$ cat config.mk
export PLATFORM = sky130hd
export DESIGN_NAME = window_gen
export DESIGN_NICKNAME = d
export VERILOG_FILES = /design/src/rtl/filter_pkg.sv /design/src/rtl/line_buffer.sv /design/src/rtl/window_gen.sv
export SDC_FILE = /design/constraint.sdc
export NUM_CORES = 1
export LEC_CHECK = 0
export BUFFER_PORTS_ARGS = -buffer_cell sky130_fd_sc_hd__buf_4
export CAP_MARGIN = 15
export CORE_MARGIN = 2
export CORE_UTILIZATION = 40
export DETAILED_ROUTE_END_ITERATION = 8
export PLACE_DENSITY = 0.55
export SLEW_MARGIN = 20
export SYNTH_ARGS = -nofsm -noshare
export SYNTH_HDL_FRONTEND = slang
export SYNTH_HIERARCHICAL = 1
export SYNTH_SLANG_ARGS = --single-unit
$ cat constraint.sdc
create_clock -name clk -period 3.9 [get_ports clk]
set_input_delay 0.585 -clock clk [delete_from_list [all_inputs] [get_ports clk]]
set_output_delay 0.585 -clock clk [all_outputs]
set_load 0.05 [all_outputs]
$ cat src/rtl/filter_pkg.sv
// filter_pkg
// Shared definitions for the 3x3 window generator: default image geometry,
// default pixel width and the frame-control FSM state encoding.
// No ports; imported by window_gen and line_buffer.
package filter_pkg;

    localparam int PIX_W_DEF = 8;
    localparam int IMG_W_DEF = 8;
    localparam int IMG_H_DEF = 8;

    typedef enum logic [1:0] {
        IDLE  = 2'd0,
        FILL  = 2'd1,
        RUN   = 2'd2,
        FLUSH = 2'd3
    } state_e;

endpackage

$ cat src/rtl/line_buffer.sv
// line_buffer
// Fixed-depth shift register used to delay the raster stream by exactly one
// image line. Data is stored and forwarded untouched.
// Ports:
//   clk     - clock, storage updates on the rising edge
//   shift_i - advance the line by one pixel
//   din_i   - pixel entering the line
//   dout_o  - pixel that entered DEPTH shifts ago (valid before the shift)
module line_buffer
    import filter_pkg::*;
#(
    parameter int DEPTH = IMG_W_DEF,
    parameter int WIDTH = PIX_W_DEF
) (
    input  logic             clk,
    input  logic             shift_i,
    input  logic [WIDTH-1:0] din_i,
    output logic [WIDTH-1:0] dout_o
);

    logic [WIDTH-1:0] mem_q [DEPTH];

    // Line storage: shifts one place per accepted pixel, holds otherwise.
    // Contents are don't-care after reset because no window is emitted
    // until a full two lines have passed through.
    always_ff @(posedge clk) begin
        if (shift_i) begin
            mem_q[0] <= din_i;
            for (int i = 1; i < DEPTH; i++) begin
                mem_q[i] <= mem_q[i-1];
            end
        end
    end

    assign dout_o = mem_q[DEPTH-1];

endmodule

$ cat src/rtl/window_gen.sv
// window_gen
// Converts a raster pixel stream into a stream of 3x3 neighbourhood windows
// for every interior pixel of an IMG_W x IMG_H frame.
// Ports:
//   clk, rst          - clock and asynchronous active-high reset
//   en                - start pulse, arms a new frame (only honoured in IDLE)
//   in_valid/in_ready - raster pixel handshake, pixel on in_pixel
//   out_valid/out_ready - window handshake, window on w1..w9 (row-major,
//                       w1 top-left, w5 centre, w9 bottom-right)
//   done              - one-cycle pulse after the last window is consumed
module window_gen
    import filter_pkg::*;
#(
    parameter int IMG_W = IMG_W_DEF,
    parameter int IMG_H = IMG_H_DEF,
    parameter int PIX_W = PIX_W_DEF
) (
    input  logic             clk,
    input  logic             rst,
    input  logic             en,
    input  logic             in_valid,
    input  logic [PIX_W-1:0] in_pixel,
    output logic             in_ready,
    input  logic             out_ready,
    output logic             out_valid,
    output logic [PIX_W-1:0] w1,
    output logic [PIX_W-1:0] w2,
    output logic [PIX_W-1:0] w3,
    output logic [PIX_W-1:0] w4,
    output logic [PIX_W-1:0] w5,
    output logic [PIX_W-1:0] w6,
    output logic [PIX_W-1:0] w7,
    output logic [PIX_W-1:0] w8,
    output logic [PIX_W-1:0] w9,
    output logic             done
);

    localparam int COL_W = $clog2(IMG_W);
    localparam int ROW_W = $clog2(IMG_H);

    localparam logic [COL_W-1:0] COL_LAST = COL_W'(IMG_W - 1);
    localparam logic [ROW_W-1:0] ROW_LAST = ROW_W'(IMG_H - 1);
    localparam logic [COL_W-1:0] COL_TWO  = COL_W'(2);
    localparam logic [ROW_W-1:0] ROW_TWO  = ROW_W'(2);

    state_e           state_q, state_d;
    logic [COL_W-1:0] col_q, col_d;
    logic [ROW_W-1:0] row_q, row_d;
    logic             out_valid_q, out_valid_d;
    logic             done_q, done_d;
    logic [PIX_W-1:0] win_q [9];
    logic [PIX_W-1:0] win_d [9];

    logic             in_ready_s;
    logic             accept_s;
    logic             xfer_s;
    logic             last_pix_s;
    logic             corner_s;
    logic             win_ok_s;
    logic [PIX_W-1:0] lb0_dout_s;
    logic [PIX_W-1:0] lb1_dout_s;

    assign accept_s   = in_valid & in_ready_s;
    assign xfer_s     = out_valid_q & out_ready;
    assign last_pix_s = accept_s & (row_q == ROW_LAST) & (col_q == COL_LAST);
    assign corner_s   = accept_s & (row_q == ROW_TWO) & (col_q == COL_TWO);
    // Pixel (r,c) completes the window centred on (r-1,c-1); that centre is
    // interior only when r>=2 and c>=2, which also rules out row wraps.
    assign win_ok_s   = (row_q >= ROW_TWO) & (col_q >= COL_TWO);

    // lb0 yields the pixel one line above the incoming one, lb1 two lines above.
    line_buffer #(.DEPTH(IMG_W), .WIDTH(PIX_W)) u_lb0 (
        .clk     (clk),
        .shift_i (accept_s),
        .din_i   (in_pixel),
        .dout_o  (lb0_dout_s)
    );

    line_buffer #(.DEPTH(IMG_W), .WIDTH(PIX_W)) u_lb1 (
        .clk     (clk),
        .shift_i (accept_s),
        .din_i   (lb0_dout_s),
        .dout_o  (lb1_dout_s)
    );

    // FSM state register.
    always_ff @(posedge clk or posedge rst) begin
        if (rst) begin
            state_q <= IDLE;
        end else begin
            state_q <= state_d;
        end
    end

    // FSM next-state logic; the last-pixel test wins so a 3x3 frame goes
    // straight from FILL to FLUSH.
    always_comb begin
        state_d = state_q;
        case (state_q)
            IDLE: begin
                if (en) begin
                    state_d = FILL;
                end else begin
                    state_d = IDLE;
                end
            end
            FILL: begin
                if (last_pix_s) begin
                    state_d = FLUSH;
                end else if (corner_s) begin
                    state_d = RUN;
                end else begin
                    state_d = FILL;
                end
            end
            RUN: begin
                if (last_pix_s) begin
                    state_d = FLUSH;
                end else begin
                    state_d = RUN;
                end
            end
            FLUSH: begin
                if (xfer_s) begin
                    state_d = IDLE;
                end else begin
                    state_d = FLUSH;
                end
            end
            default: state_d = IDLE;
        endcase
    end

    // FSM outputs: only accept a pixel when the window register can move.
    always_comb begin
        in_ready_s = 1'b0;
        case (state_q)
            FILL, RUN: in_ready_s = ~out_valid_q | out_ready;
            IDLE, FLUSH: in_ready_s = 1'b0;
            default: in_ready_s = 1'b0;
        endcase
    end

    // Raster position of the next pixel to be accepted.
    always_comb begin
        col_d = col_q;
        row_d = row_q;
        if ((state_q == IDLE) && en) begin
            col_d = '0;
            row_d = '0;
        end else if (accept_s) begin
            if (col_q == COL_LAST) begin
                col_d = '0;
                if (row_q == ROW_LAST) begin
                    row_d = '0;
                end else begin
                    row_d = row_q + ROW_W'(1);
                end
            end else begin
                col_d = col_q + COL_W'(1);
                row_d = row_q;
            end
        end else begin
            col_d = col_q;
            row_d = row_q;
        end
    end

    // Window shift and output handshake. The window only moves on accepted
    // pixels, which can only happen when no valid window is being held.
    always_comb begin
        win_d       = win_q;
        out_valid_d = out_valid_q;
        done_d      = 1'b0;
        if (accept_s) begin
            win_d[0]    = win_q[1];
            win_d[1]    = win_q[2];
            win_d[2]    = lb1_dout_s;
            win_d[3]    = win_q[4];
            win_d[4]    = win_q[5];
            win_d[5]    = lb0_dout_s;
            win_d[6]    = win_q[7];
            win_d[7]    = win_q[8];
            win_d[8]    = in_pixel;
            out_valid_d = win_ok_s;
        end else if (xfer_s) begin
            out_valid_d = 1'b0;
        end else begin
            out_valid_d = out_valid_q;
        end
        if ((state_q == FLUSH) && xfer_s) begin
            done_d = 1'b1;
        end else begin
            done_d = 1'b0;
        end
    end

    // Datapath and handshake registers.
    always_ff @(posedge clk or posedge rst) begin
        if (rst) begin
            col_q       <= '0;
            row_q       <= '0;
            out_valid_q <= 1'b0;
            done_q      <= 1'b0;
            for (int i = 0; i < 9; i++) begin
                win_q[i] <= '0;
            end
        end else begin
            col_q       <= col_d;
            row_q       <= row_d;
            out_valid_q <= out_valid_d;
            done_q      <= done_d;
            win_q       <= win_d;
        end
    end

    assign in_ready  = in_ready_s;
    assign out_valid = out_valid_q;
    assign done      = done_q;
    assign w1 = win_q[0];
    assign w2 = win_q[1];
    assign w3 = win_q[2];
    assign w4 = win_q[3];
    assign w5 = win_q[4];
    assign w6 = win_q[5];
    assign w7 = win_q[6];
    assign w8 = win_q[7];
    assign w9 = win_q[8];

endmodule

-- Word-level counts from Yosys, hierarchy flattened
Memory sizes are Yosys's and may differ from the RTL's. A register that Yosys moved wholly into a read port is not among the register bits.
Cells that the tools add are included.
- word-level logic and storage cells: 63
- bits of input ports: 13
- register bits after elaboration: 74
- memories kept: 2
- bits in writable memories: 128
- output and inout bits: 75
- memories (memory ; depth ; width ; read ports ; clocked after Yosys merged registers in ; wr ports ; line ; text):
    u_lb0.mem_q ; 8 ; 8 ; 8 ; 0 ; 8 ; line_buffer.sv:21 ; logic [WIDTH-1:0] mem_q [DEPTH];
    u_lb1.mem_q ; 8 ; 8 ; 8 ; 1 ; 8 ; line_buffer.sv:21 ;
- eq/ne operators: 7
- $add $sub $neg: 2
- bitwise logic cells: 9
- order comparisons: 2
- reductions and logical operators: 9
- multiplexer cells: 19
- operators with widths (cell ; count):
    3-bit two-way mux ; 7
    2-bit one-hot mux with 4 select lines ; 1
    1-bit AND ; 7
    1-bit two-way mux ; 7
    3-bit by 1-bit adder with 3-bit output (second input constant) ; 2
    3-bit by 2-bit == test with 1-bit output (second input constant) ; 2
    3-bit == test (second input constant) ; 2
    3-bit by 2-bit greater-or-equal comparator with 1-bit output (second input constant) ; 2
    2-bit two-way mux ; 3
    2-bit nonzero test ; 3
    2-bit == test (second input constant) ; 2
    2-bit OR reduction ; 2
    2-bit by 1-bit == test with 1-bit output (second input constant) ; 1
    1-bit logical AND ; 2
    2-bit zero test ; 1
    1-bit one-hot mux with 2 select lines ; 1
    2-bit AND reduction ; 1
    1-bit inverter ; 1
    1-bit bitwise OR ; 1

-- Depth between registers and ports, before layout
Gate-level depths: netlist of run 1.
- word-level depth: 9
- depth in mapped cells: 6
- depth with buffers taken out: 5

-- Cells and area by module
The synthesis of run 1 kept the hierarchy.
- by module, submodules not included (module ; sequential area each (um2) ; cells each ; times used ; area each (um2)):
    line_buffer ; 1921.8 ; 72 ; 2 ; 1981.9
    window_gen ; 2052.0 ; 227 ; 1 ; 3402.0

-- Worst setup path after synthesis of run 1
No wires, ideal clock.
- kind: register to register
- from: register out_valid_q, in the netlist out_valid
- to: register win_q, in the netlist w5[0]
- arrival: 2.259 ns
- buffers on the path: 2
- library setup time: 0.125 ns
- data required time: 3.775 ns
- period minus slack after synthesis: 2.384 ns
- stages on the path, launching flop included: 6
- path slack: 1.516 ns
- path through: dfrtp_1 -> nor2b_1 -> buf_6 -> nor2_8 -> buf_6 -> mux2_2
- cells in the longest elaborated chain, start to end: 4
- ends and longest elaborated chain (element ; line ; text):
    from (decl) ; window_gen.sv:49 ; logic out_valid_q, out_valid_d;
    from (signal assigned) ; window_gen.sv:211 ; out_valid_q <= out_valid_d;
    1-bit inverter ; window_gen.sv:138 ; FILL, RUN: in_ready_s = ~out_valid_q | out_ready;
    1-bit bitwise OR ; window_gen.sv:138 ;
    1-bit one-hot mux with 2 select lines ; window_gen.sv:137 ; case (state_q)
    1-bit AND ; window_gen.sv:63 ; assign accept_s = in_valid & in_ready_s;
    named net accept_s ; window_gen.sv:55 ; logic accept_s;
    to (signal assigned) ; window_gen.sv:213 ; win_q <= win_d;
    to (decl) ; window_gen.sv:51 ; logic [PIX_W-1:0] win_q [9];
The timed path passes the listed nets, and every way through them passes these cells.
A chain may end at the register's enable or synchronous reset.

-- Worst setup path in the final report of run 1
- from: register state_q[0]
- to: register win_q, in the netlist w3[2] (read register of u_lb1.mem_q)
- cells in the longest elaborated chain, start to end: 4
- elaborated cells on any way between the ends: 8
- classes of those cells: eq/ne (3); mux (1); bitwise (1); reduce/logical (3)
- ends and longest elaborated chain (element ; line ; text):
    from (decl) ; window_gen.sv:46 ; state_e state_q, state_d;
    from (signal assigned) ; window_gen.sv:91 ; state_q <= state_d;
    2-bit == test (tied with other cells) ; window_gen.sv:137 ;
    2-bit OR reduction ; window_gen.sv:137 ;
    1-bit one-hot mux with 2 select lines (*) ; window_gen.sv:137 ;
    1-bit AND (*) ; window_gen.sv:63 ;
Mark *: on every way between the ends. The rest lies on a longest branch, timed or not.

==> metrics.yaml, run 1 <==
status: "completed"
crit_type: "flop to flop"
insertedDiodeCount: 0
overflow: 0
grt_first_pass_wirelength_um: 17400
synth_nets: 395
placed_area_um2: 8150
fin_nets: 484
ys_warn_count: 6
startpoint_type: "flop"
use_met3_pct: 3.30
drc: 0
dieArea_um2: 19500
cts_buffers: 22
rsz0062_at_grt: "no"
worst_pin_slew_ns: 0.813
hold_viol_final: 0
dieWidth_um: 140
row_count: 49
skew_ns: 0.00792
tns_ns: 0
fmax_mhz: 366
postCtsHoldBufs: 0
reg2reg_depth: 6
crit_required_ns: 4.27
cap_violations: 0
start_util_pct: 40.9
max_slew_margin_pct: 45.8
htreeDepth: 1
place.gp.congestion: 0.695
clk_root_buffer_cell: "clkbuf_16"
cts_buffer_depth: 3
antenna_found_initial: 0
dpl.cell_count: 665
syn-cell-area_um2: 7370
wirelength_um: 10500
cts_tree: "done"
syn_to_final_growth_pct: 20.5
stdcell_count: 705
ctsResizeCount: 0
fin_crit_ns: 2.73
grt_pass1_vias: 3497
setup_viol: 0
path_clk_slew_ns: 0.06
port_buffers: 87
synth_cells: 371
slew_violations: 0
grt_use_met2_pct: 16.4
drive_gt1_share_pct: 40.3
synth.distinct_cells: 27
viasPerCell: 4.80
clk-insertion-delay-late_ns: 0.49
postRouteAntennaNets: 0
core_um2: 18000
first_pass_iters: 4
rr_endpoint: "w3[2]"
grt_use_total_pct: 10.7
fp.dieH_um: 140
grt_max_degree: 66
place_ws_ns: 1.15
syn_avg_cell_area_um2: 19.9
post-cts-setup-buffer-count: 0
io_pins: 88
r2r_start: "state_q[0]"
vias: 3381
hold_path.class: "input pin to async pin"
end_kind: "flop"
wl_per_cell_um: 14.9
grt_busiest_layer: "met2"
path_max_fanout: 49
synth-seq-cells: 210
use_met1_pct: 14.7
dp_hpwl_um: 6140
final_area_um2: 8870
clkSinkCount: 210
synth.yosys.seq_area_share_pct: 80.0
post-route-period-util_pct: 70.0
arrival_ns: 3.10
setup_slack_ns: 1.17
worst-r2r-setup-slack_ns: 1.17
fillers: 1518
detail_route.iter0.violations: 234
==> routing by layer <==
layer  vias to the layer above  wire [µm]
met2                       103       4750
met4                         0        245
met1                      1719       4800
met5                         -          0
li1                       1540          -
met3                        19        711
==> sequential cells by signal, indices dropped and copies added, names as in the netlist, 3 cells and up <==
| name | count |
|---|---|
| w3 | 8 |
| u_lb0/mem_q | 64 |
| u_lb1/mem_q | 64 |
| w9 | 8 |
| w4 | 8 |
| w8 | 8 |
| w6 | 8 |
| col_q | 3 |
| w2 | 8 |
| w7 | 8 |
| w5 | 8 |
| w1 | 8 |
| row_q | 3 |
==> placed cells by master, fill, tap and decap left out, types with 3 or more instances in the layout <==
cell       Yosys  layout
a21oi_1        9       9
and2_1         4       4
buf_4         16      91
clkbuf_1       2       9
clkbuf_16      0      23
clkbuf_8       0       3
dfrtp_1       82      82
edfxtp_1     128     128
ha_1          11      11
inv_1          8       7
mux2_1         4       4
mux2_2        68      68
nand2_1        3       3
nand4_1        5       5
o21ai_0        4       4
o31ai_1        4       4
==> worst max-delay path by stage <==
stage | startpoint | slack (ns) | depth (start not counted) | end
after CTS | state_q[0] | 1.13 | 6 | w2[5]
final | state_q[0] | 1.17 | 6 | w3[2]
after global placement | state_q[0] | 1.27 | 6 | w1[1]
after detailed placement | state_q[0] | 1.15 | 6 | w2[5]
after global routing | state_q[1] | 0.97 | 6 | w3[2]
after floorplan | rst | 1.21 | 1 | col_q[0]
==> area by class of cell <==
cell class	count	area (µm²)	area share, %
Sequential cell	210	5900	66.4
Multi-Input combinational cell	125	1210	13.7
Timing Repair Buffer	93	723	8.15
Clock buffer	35	651	7.33
Tap cell	229	287	3.23
Clock inverter	5	72.6	0.818
Inverter	8	31.3	0.352
==> cells by family after synthesis <==
kind of cell,Yosys count,share of synthesized area [%]
AO/OA/AOI/OAI,20,1.68
adder cells (fa/ha/maj),11,1.87
buffers and inverters,36,3.47
flip-flops,210,80.0
multiplexers,72,11.0
AND/OR/NAND/NOR,22,1.94
==> through the flow <==
stage	hold WS, ns	utilization [%]
after CTS	0.175	49.2
after global routing	0.218	49.2
after global placement	0.401	45.2
after detailed placement	0.405	45.2
after floorplan	0.400	-
final	0.170	49.2
==> Yosys cell counts <==
library cell  count  area (µm²)
a2111o_1          1        11.3
a21oi_1           9        45.0
a32oi_1           1        8.76
and2_1            4        25.0
and3_1            1        6.26
buf_1             2        7.51
buf_4            16         120
buf_6             8        90.1
clkbuf_1          2        7.51
dfrtp_1          82        2050
edfxtp_1        128        3840
ha_1             11         138
inv_1             8        30.0
mux2_1            4        45.0
mux2_2           68         766
nand2_1           3        11.3
nand2b_1          1        6.26
nand3_1           1        5.00
nand4_1           5        31.3
nand4bb_1         1        11.3
nor2_1            2        7.51
nor2_8            1        20.0
nor2b_1           1        6.26
o21ai_0           4        20.0
o31ai_1           4        30.0
o41ai_1           1        8.76
or3_1             2        12.5
==> critical path, stage by stage, from the launching register on <==
cell,delay [ns]
dfrtp_1,0.38
inv_1,0.09
ha_1,0.30
nand2_1,0.28
nor2_8,0.73
buf_4,0.42
mux2_2,0.38
Power of run 1 is left out: the tool's default activity adds up to more than one toggle a clock period on the data nets, which glitch-free logic cannot reach.
==> inputs of run 2 (changes only) <==
PLACE_DENSITY = 0.58   (was 0.55)
clock period = 2.5 ns   (was 3.9 ns; I/O delays follow)
==> metrics.yaml, run 2 (synthesis gave the netlist of run 1 again) <==
path_max_fanout: 84
io_pins: 88
startpoint_type: "flop"
place.gp.congestion: 0.734
core_um2: 18000
hold_viol_final: 0
layout_commonest_cell: "edfxtp_1"
clk_root_buffer_cell: "clkbuf_16"
insertedDiodeCount: 0
cap_violations: 0
detail_route.iter0.violations: 197
fin_crit_ns: 2.24
fmax_mhz: 446
crit_required_ns: 2.86
max_slew_margin_pct: 57.1
status: "completed"
holdPathStages: 1
grt_max_degree: 85
cp_num_buf_inv: 2
register_area_um2: 5900
skew_ns: 0.00727
wl_per_cell_um: 14.5
cts_buffer_depth: 3
dpl.cell_count: 666
end_kind: "flop"
grt_pass1_vias: 3362
fin_nets: 486
path_delay_family: "simple AND/OR/NAND/NOR gates"
worst_pin_slew_ns: 0.643
postRouteAntennaNets: 0
slew_violations: 0
port_buffers: 87
start_util_pct: 40.9
htreeDepth: 1
hold_path.class: "input pin to flop"
cpMaxStageDelayCell: "dfrtp_1"
tns_ns: 0
dieWidth_um: 140
fillers: 1524
ctsResizeCount: 0
dieArea_um2: 19500
drive_gt1_share_pct: 41.8
antenna_found_initial: 0
fp.dieH_um: 140
path_clk_slew_ns: 0.06
crit_type: "flop to flop"
first_pass_iters: 6
post-route-period-util_pct: 89.7
rsz0062_at_grt: "no"
overflow: 0
cts_tree: "done"
clk-insertion-delay-late_ns: 0.48
row_count: 49
final_core_util_pct: 49.5
syn_to_final_growth_pct: 21.2
cts_buffers: 22
cp.depth: 6
multiInputGateArea_um2: 1210
wirelength_um: 10200
path_cells: "inv_1 > ha_1 > nand2_1 > nor2_8 > buf_12 > mux2_2"
clkSinkCount: 210
arrival_ns: 2.61
reg2reg_depth: 6
drc: 0
viasPerCell: 4.67
dp_hpwl_um: 6010
reg_top3: "u_lb0/mem_q (64), u_lb1/mem_q (64)"
setup_viol: 0
slowest_delay_ns: 0.39
grt_first_pass_wirelength_um: 17000
stdcell_count: 707
grt_use_total_pct: 10.5
vias: 3303
final_cell_mix: "128 x edfxtp_1, 91 x buf_4, 82 x dfrtp_1"
-- run 2: changes by cell type in the layout (fill, tap and decap cells not counted), sizes merged --
cell,before,now
buf,93,94
bufinv,2,3
clkbuf,35,28
clkinv,4,10
dlygate4sd3,0,1
-- run 2: routing by layer --
| metal | routed length, µm | global-route usage, % |
|---|---|---|
| met3 | 558 | 2.65 |
| met4 | 277 | 3.42 |
| met1 | 4890 | 14.7 |
| met5 | 0 | 0 |
| met2 | 4520 | 16.1 |
-- run 2: worst paths after layout --
kind                                   startpoint                  to  slack (ns)
worst max-delay path                   state_q[0]               w7[3]        0.26
max in group asynchronous                     rst               w4[0]        1.30
worst min register to register  u_lb0/mem_q[1][7]  u_lb0/mem_q[1][15]        0.41
min in group asynchronous                     rst               w8[4]        0.53
worst max register to register         state_q[0]               w7[3]        0.26
worst min-delay path                  in_pixel[2]   u_lb0/mem_q[0][2]        0.07
-- run 2: area by class of cell --
| class | count | area share (%) |
|---|---|---|
| repair buffers | 95 | 8.44 |
| flip-flops and latches | 210 | 66.1 |
| clock buffers | 28 | 6.77 |
| clock inverters | 12 | 1.56 |
| multi-input cells | 125 | 13.6 |
| well taps | 229 | 3.21 |
| inverters | 8 | 0.350 |
-- run 2: repair_timing --
item / in CTS / in global routing
hold buffers: 1 / 0
hold endpoints to repair: 33 / 0
setup buffers: 0 / 0
setup endpoints to repair: 0 / 0
-- run 2: metrics by stage --
step                hold slack, ns  instance area, µm²  setup slack (ns)
detailed placement           0.405                8170             0.220
finish                      0.0734                8920             0.258
global placement             0.401                8170             0.324
global route                0.0458                8920            0.0991
CTS                         0.0524                8920             0.205
floorplan                    0.400                7370            0.0166
Power of run 2 is left out for the same reason.
==> inputs of run 3 (changes only) <==
PLACE_DENSITY = 0.6   (was 0.58)
SKIP_CTS_REPAIR_TIMING = 1   (was default)
==> metrics.yaml, run 3 (synthesis gave the netlist of run 1 again) <==
cpMaxStageDelayCell: "mux2_2"
start_util_pct: 40.9
setup_slack_ns: 0.270
hold_path.class: "input pin to async pin"
vias: 3346
cap_violations: 0
row_count: 49
io_pins: 88
fmax_mhz: 448
htreeDepth: 1
clk-insertion-delay-late_ns: 0.49
overflow: 0
cts_buffers: 22
port_buffers: 87
end_kind: "flop"
tns_ns: 0
syn_to_final_growth_pct: 20.8
wl_met3_um: 742
first_pass_iters: 4
fin_crit_ns: 2.23
max_slew_margin_pct: 44.0
drc: 0
final_cell_mix: "128 x edfxtp_1, 90 x buf_4, 82 x dfrtp_1"
dp_hpwl_um: 6210
reg_top3: "u_lb0/mem_q (64), u_lb1/mem_q (64)"
worst_pin_slew_ns: 0.840
wirelength_um: 10500
routed.top_layer: "met4"
path_clk_slew_ns: 0.06
grt_max_degree: 70
rsz0062_at_grt: "no"
cts_buffer_depth: 3
final_core_util_pct: 49.4
antenna_found_initial: 0
detail_route.iter0.violations: 211
status: "completed"
hold_viol_final: 0
place.gp.congestion: 0.756
startpoint_type: "flop"
clk_root_buffer_cell: "clkbuf_16"
drive_gt1_share_pct: 41.3
grt_use_total_pct: 10.6
layout_commonest_cell: "edfxtp_1"
fin_nets: 485
slew_violations: 0
crit_required_ns: 2.86
grt_first_pass_wirelength_um: 17100
fp.dieH_um: 140
dieArea_um2: 19500
clkSinkCount: 210
slowest_delay_ns: 0.39
cts_tree: "done"
skew_ns: 0.00994
postRouteAntennaNets: 0
insertedDiodeCount: 0
place_ws_ns: 0.292
arrival_ns: 2.59
core_um2: 18000
path_cells: "inv_1 > ha_1 > nand2_1 > nor2_8 > buf_12 > mux2_2"
setup_viol: 0
stdcell_count: 706
fillers: 1486
crit_type: "flop to flop"
dpl.cell_count: 666
wl_met2_um: 4730
dieWidth_um: 140
path_max_fanout: 69
wl_met1_um: 4710
wl_per_cell_um: 14.8
viasPerCell: 4.74
post-route-period-util_pct: 89.2
grt_pass1_vias: 3490
[run 3: cell count changes in the layout (fill, tap and decap cells not counted), sizes merged]
cell | previous run | this run
clkbuf | 28 | 36
clkinv | 10 | 5
bufinv | 3 | 0
dlygate4sd3 | 1 | 0
[run 3: per-stage QoR]
stage / hold WS (ns) / cell area, µm²
2_1_floorplan: 0.400 / 7370
3_3_place_gp: 0.403 / 8180
3_5_place_dp: 0.405 / 8180
4_1_cts: 0.0551 / 8900
5_1_grt: 0.0497 / 8900
6_report: 0.0386 / 8900
[run 3: critical path: cells and delay by family (launching register included)]
kind	cells	cell delay, ns
AND/OR/NAND/NOR	2	0.54
buffers and inverters	2	0.43
multiplexers	1	0.39
flip-flops	1	0.38
adder cells (fa/ha/maj)	1	0.31
[run 3: cell type report]
class | instances | area (µm²) | share of cell area (%)
sequential | 210 | 5900 | 66.3
clock buffer | 36 | 694 | 7.80
tap | 229 | 287 | 3.22
clock inverter | 4 | 18.8 | 0.211
inverter | 8 | 31.3 | 0.352
multi-input combinational | 125 | 1210 | 13.7
timing repair buffer | 94 | 756 | 8.49
[run 3: final timing paths]
path | from | endpoint | slack [ns] | cells past startpoint
setup / recovery | state_q[1] | w5[2] | 0.27 | 6
hold / removal | rst | w9[4] | 0.04 | 2
setup reg to reg | state_q[1] | w5[2] | 0.27 | 6
hold reg to reg | u_lb0/mem_q[0][25] | u_lb0/mem_q[1][1] | 0.41 | 0
max in group asynchronous | rst | w6[0] | 1.77 | 3
min in group clk | in_pixel[2] | u_lb0/mem_q[0][2] | 0.07 | 1
[run 3: routing by layer]
layer	global-route usage, %	up-vias
li1	-	1542
met1	13.9	1679
met2	16.5	99
met3	3.48	26
met4	4.26	0
met5	0	-
Power of run 3 is left out for the same reason.
